===== src/rtl/ram32_fifo_if.sv =====
// ram32_fifo_if: valid/ready bus of ram32_fifo
// master: producer/consumer side drives flush, wr_d, wr_valid, rd_ready
// slave : FIFO side drives wr_ready, rd_d, rd_valid, count, almost_full
interface ram32_fifo_if #(parameter int WIDTH = 8);
  logic             flush;
  logic [WIDTH-1:0] wr_d;
  logic             wr_valid;
  logic             wr_ready;
  logic [WIDTH-1:0] rd_d;
  logic             rd_valid;
  logic             rd_ready;
  logic [5:0]       count;
  logic             almost_full;
  modport master (
    output flush, wr_d, wr_valid, rd_ready,
    input  wr_ready, rd_d, rd_valid, count, almost_full
  );
  modport slave (
    input  flush, wr_d, wr_valid, rd_ready,
    output wr_ready, rd_d, rd_valid, count, almost_full
  );
endinterface


===== src/rtl/ram32_fifo.sv =====
// ram32_fifo: 32-entry first-word-fall-through FIFO on a 32xWIDTH distributed RAM
// clk, rst_n (async active-low), bus: ram32_fifo_if.slave (flush, write and read handshakes,
// count of stored words, almost_full when count >= AF_LEVEL)
module ram32_fifo #(
  parameter int               WIDTH    = 8,
  parameter int               AF_LEVEL = 28,
  parameter logic [WIDTH-1:0] INIT     = '0
) (
  input logic         clk,
  input logic         rst_n,
  ram32_fifo_if.slave bus
);
  // Power-up contents only; reset leaves the array alone.
  logic [WIDTH-1:0] mem [32] = '{default: INIT};
  logic [4:0] wp, rp;
  logic [5:0] count;
  logic       wf, rf;
  assign bus.wr_ready    = rst_n && count != 6'd32;
  assign bus.rd_valid    = count != 6'd0;
  assign bus.count       = count;
  assign bus.almost_full = count >= 6'(AF_LEVEL);
  // Head word falls straight through from the asynchronous read port.
  assign bus.rd_d        = mem[rp];
  assign wf              = bus.wr_valid && bus.wr_ready;
  assign rf              = bus.rd_valid && bus.rd_ready;
  always_ff @(posedge clk or negedge rst_n)
    if (!rst_n) begin
      wp    <= '0;
      rp    <= '0;
      count <= '0;
    end else if (bus.flush) begin
      wp    <= '0;
      rp    <= '0;
      count <= '0;
    end else begin
      if (wf) wp <= wp + 5'd1;
      if (rf) rp <= rp + 5'd1;
      count <= count + 6'(wf) - 6'(rf);
    end
  always_ff @(posedge clk)
    if (wf && !bus.flush) mem[wp] <= bus.wr_d;
endmodule


===== src/flat_wrapper.sv =====
// flat-port wrapper written by rule: the top's interface ports become plain ports
module ram32_fifo_flat 
#(
  parameter int               WIDTH    = 8,
  parameter int               AF_LEVEL = 28,
  parameter logic [WIDTH-1:0] INIT     = '0
)
  (clk, rst_n, bus_flush, bus_wr_d, bus_wr_valid, bus_rd_ready, bus_wr_ready, bus_rd_d, bus_rd_valid, bus_count, bus_almost_full);
  ram32_fifo_if #(.WIDTH(WIDTH)) bus_i ();
  input logic clk;
  input logic rst_n;
  input wire logic [$bits(bus_i.flush)-1:0] bus_flush;
  input wire logic [$bits(bus_i.wr_d)-1:0] bus_wr_d;
  input wire logic [$bits(bus_i.wr_valid)-1:0] bus_wr_valid;
  input wire logic [$bits(bus_i.rd_ready)-1:0] bus_rd_ready;
  output wire logic [$bits(bus_i.wr_ready)-1:0] bus_wr_ready;
  output wire logic [$bits(bus_i.rd_d)-1:0] bus_rd_d;
  output wire logic [$bits(bus_i.rd_valid)-1:0] bus_rd_valid;
  output wire logic [$bits(bus_i.count)-1:0] bus_count;
  output wire logic [$bits(bus_i.almost_full)-1:0] bus_almost_full;
  assign bus_i.flush = bus_flush;
  assign bus_i.wr_d = bus_wr_d;
  assign bus_i.wr_valid = bus_wr_valid;
  assign bus_i.rd_ready = bus_rd_ready;
  assign bus_wr_ready = bus_i.wr_ready;
  assign bus_rd_d = bus_i.rd_d;
  assign bus_rd_valid = bus_i.rd_valid;
  assign bus_count = bus_i.count;
  assign bus_almost_full = bus_i.almost_full;
  ram32_fifo #(.WIDTH(WIDTH), .AF_LEVEL(AF_LEVEL), .INIT(INIT)) u_core (.clk(clk), .rst_n(rst_n), .bus(bus_i));
endmodule

===== config.mk =====
export PLATFORM = sky130hd
export DESIGN_NAME = ram32_fifo_flat
export DESIGN_NICKNAME = d
export VERILOG_FILES = /design/src/rtl/ram32_fifo_if.sv /design/src/rtl/ram32_fifo.sv /design/src/flat_wrapper.sv
export SDC_FILE = /design/constraint.sdc
export NUM_CORES = 1
export LEC_CHECK = 0
export CAP_MARGIN = 25
export CORE_MARGIN = 3
export CORE_UTILIZATION = 50
export CTS_CLUSTER_SIZE = 16
export DETAILED_ROUTE_END_ITERATION = 10
export HOLD_SLACK_MARGIN = 0.08
export PLACE_DENSITY = 0.72
export SYNTH_ARGS = -nofsm -noshare
export SYNTH_HDL_FRONTEND = slang
export SYNTH_SLANG_ARGS = --single-unit

===== constraint.sdc =====
create_clock -name clk -period 7 [get_ports clk]
set_input_delay 2.1 -clock clk [delete_from_list [all_inputs] [get_ports clk]]
set_output_delay 2.1 -clock clk [all_outputs]
set_load 0.03 [all_outputs]

-- Word-level counts from Yosys, hierarchy flattened
Memory sizes are Yosys's and may differ from the RTL's.
Index checks and enable logic that the tools add are counted.
- memories kept: 1
- output and inout bits: 17
- bits in registers: 16
- word-level logic and storage cells: 25
- memory bits (writable): 256
- bits of input ports: 13
- order comparisons: 1
- reductions and logical operators: 8
- $add $sub $neg: 4
- equality and inequality tests: 1
- muxes and demuxes: 7
- memories (memory ; depth ; bits a word ; rd ports ; clocked after Yosys merged registers in ; wr ports ; line ; text):
    u_core.mem ; 32 ; 8 ; 1 ; 0 ; 1 ; ram32_fifo.sv:14 ; logic [WIDTH-1:0] mem [32] = '{default: INIT};
- operator list (cell ; number):
    5-bit two-way mux ; 4
    5-bit by 1-bit adder with 5-bit output (second input constant) ; 2
    6-bit by 1-bit adder with 6-bit output ; 1
    6-bit by 5-bit greater-or-equal comparator with 1-bit output (second input constant) ; 1
    6-bit two-way mux ; 1
    6-bit inequality test (second input constant) ; 1
    6-bit nonzero test ; 1
    6-bit by 1-bit subtractor with 6-bit output ; 1
    1-bit logical AND ; 4
    2-bit nonzero test ; 2
    1-bit two-way mux ; 2
    1-bit zero test ; 1

-- Longest topological paths before layout
- depth in word-level cells: 6
- mapped depth: 14
- mapped depth without buffers: 13

-- Worst setup path before layout
No wires, ideal clock.
- kind: input to output
- from: in rst_n
- to: out bus_wr_ready
- data required time: 4.900 ns
- setup slack: 2.341 ns
- buffers on the path: 0
- arrival time: 2.559 ns
- cell stages on the path: 2
- path through: inv_1 -> nor2_1
- cells in the longest elaborated chain, start to end: 1
- ends and longest elaborated chain (element ; line ; text):
    from (decl) ; flat_wrapper.sv:11 ; input logic rst_n;
    1-bit logical AND ; ram32_fifo.sv:18 ; assign bus.wr_ready = rst_n && count != 6'd32;
    to (decl) ; flat_wrapper.sv:16 ; output wire logic [$bits(bus_i.wr_ready)-1:0] bus_wr_ready;
Every way passes these cells.

-- Worst setup path in the final report
Ends and elaborated chain as after synthesis.

==> out/qor.txt <==
routed vias/inst: 6.06
Post-route DRC: 0
Ys Warns: 0
Congestion Overflow GR: 0
via count: 5,582
Worst Hold Class: reg2reg
hpwl dp: 13,400 um
sequential share of the synthesized area: 0.732
CP peak stage delay: 0.68 ns
final net count: 656
core area: 21,400 um^2
max-slew violations: 0
synth-to-layout area growth: 14.7%
vias in the first global route: 5,642
Routed WL: 22,200 um
largest cells by area after synthesis: edfxtp_1 (70%), mux4_2 (5.7%), mux4_1 (4.8%)
initial antenna violation count: 0
share of cells above drive strength 1: 0.139
TNS Setup: 0 ns
worst-skew pair later-pin latency: 0.53 ns
1st-pass router iterations: 5
IO Pins: 30
CTS tree: built
Syn Nets: 612
Async S/R FF share, synth: 0.0588
Ant. Diodes: 0
critical path cell sequence: clkdlybuf4s50_1 > buf_4 > inv_1 > nor2_1 > clkdlybuf4s50_1
fillers: 1,483
crit start category: input port
met1 global-route usage: 0.267
number of gates resized after cts: 0
Worst-path clk slew: 0.06 ns
GR Util met3: 0.0378
largest net degree at the start of global routing: 40
crit path time final: 5.81 ns
Crit Path Class: in2out
Synth Flop Type: edfxtp_1
most common cell in the netlist: edfxtp_1
Rel. slew slack: 0.333
Row Count: 53
total die area: 23,900 um^2
Synth area leader: edfxtp_1
Final Setup Violations: 0
GP Congestion: 0.760
Worst EP arrival: 3.71 ns
cell family with most CP delay: buffers and inverters
# clock sinks: 272
number of flops mapped to enable cells by yosys: 256
Critical Path RT: 4.90 ns
cts hold-fix bufs: 0
Die Ht: 155 um
Port Buf Inserts: 29
RSZ-0062 raised after global routing: no
P per Cell Area: 327 nW/um^2
status: finished, final reports clean
post-synth top area share: 0.696
Layout Skew: 0.0167 ns
Antenna Nets Post-Route: 0
root buf cell: clkbuf_16
H-tree levels: 1
syn avg cell area: 19.0 um^2
peak supply drop: 0.000215 V
most frequent cells after synthesis: edfxtp_1 (256), nor2_1 (47), mux2i_1 (37)
Fin. Hold Viols: 0
Synth Cell Area: 11,000 um^2
DP Area: 11,600 um^2
DR WL/cell: 24.1 um
CTS buffer count: 27
GR peak layer: met2
PnR Total Power: 4140 uW
CP most frequent cell: clkdlybuf4s50_1
clock tree buffer depth: 3
max-cap viol count: 0
CP Capture Type: output pin
Max FO, Critical Path: 19
Initial Util: 0.517
total track usage: 0.187
leak pwr: 0.00411 uW
met2 GRT Util: 0.305
global-route wire length before repair: 34,000 um
Tcrit/Tclk final: 0.830
f_max: 0.172 GHz
WP buf/inv: 4
Cells after Synth: 582
Post-CTS Setup Inserts: 0
Yosys reg bits: 272
DRT iter0 DRCs: 519
Die X: 155 um
finished layout cell area: 12,700 um^2
Yosys cell types: 42
Least-Margin Pin Slew: 1.00 ns
slowest cell on the critical path: clkdlybuf4s50_1
-- final timing paths --
check	start	to	slack [ns]	cells after the start
setup / recovery	rst_n	bus_wr_ready	1.19	5
hold / removal	u_core.wp[1]	u_core.wp[1]	0.66	2
setup reg to reg	u_core.bus.count[3]	u_core.mem[15][0]	3.83	6
hold reg to reg	u_core.wp[1]	u_core.wp[1]	0.66	2
max in group asynchronous	rst_n	u_core.rp[0]	4.87	2
min in group asynchronous	rst_n	u_core.rp[3]	1.91	2
-- tightest hold or removal path: cells and delay by family, from the launching register on --
family,cells,cell delay (ns)
multiplexers,1,0.10
AND/OR/NAND/NOR,1,0.09
flip-flops,1,0.42
-- through the flow --
stage	utilization	hold slack [ns]	cells	setup slack, ns
global placement	0.541	0.586	863	1.17
global route	0.593	0.683	921	1.03
detailed placement	0.543	0.643	866	1.18
finish	0.593	0.656	921	1.19
floorplan	-	0.563	582	2.34
CTS	0.587	0.654	915	1.15
-- state kept, by name (all words and copies together), names as in the netlist --
register          count
u_core.mem          256
u_core.bus.count      6
u_core.rp             5
u_core.wp             5
-- cell usage in the layout (no fill, tap or decap), types with 8 or more instances in the layout --
cell type | Yosys | final
clkdlybuf4s50_1 | 0 | 29
clkbuf_16 | 0 | 28
mux4_2 | 28 | 28
a211oi_1 | 14 | 14
inv_1 | 14 | 14
dfrtp_1 | 16 | 14
o221ai_1 | 8 | 8
nor2_1 | 47 | 47
mux2i_1 | 37 | 37
mux4_1 | 20 | 20
nand2_1 | 13 | 13
edfxtp_1 | 256 | 256
a22oi_1 | 8 | 8
ha_1 | 16 | 16
a21oi_1 | 11 | 11
-- cell families after synthesis --
kind of cell / synth area share
XOR/XNOR: 0.00793
AO/OA/AOI/OAI: 0.0399
flip-flops: 0.732
multiplexers: 0.138
AND/OR/NAND/NOR: 0.0395
adder cells (fa/ha/maj): 0.0199
buffers and inverters: 0.0223
-- power breakdown --
group,total [uW],switching [uW],internal (uW)
clock network,1510,583,928
registers,1890,84.9,1800
logic,739,372,368
-- layout make-up --
type	count	area (um^2)	share of cell area
inverter	14	52.6	0.00415
clock buffer	29	683	0.0539
sequential	272	8090	0.639
timing repair buffer	45	522	0.0412
tap	275	344	0.0272
multi-input combinational	266	2710	0.214
clock inverter	20	259	0.0205
-- layer usage --
| layer | vias up | wire length [um] |
|---|---|---|
| met5 | - | 0 |
| li1 | 2445 | - |
| met4 | 0 | 321 |
| met3 | 28 | 1490 |
| met2 | 211 | 10900 |
| met1 | 2898 | 9500 |
(Power assumes the default switching activity.)
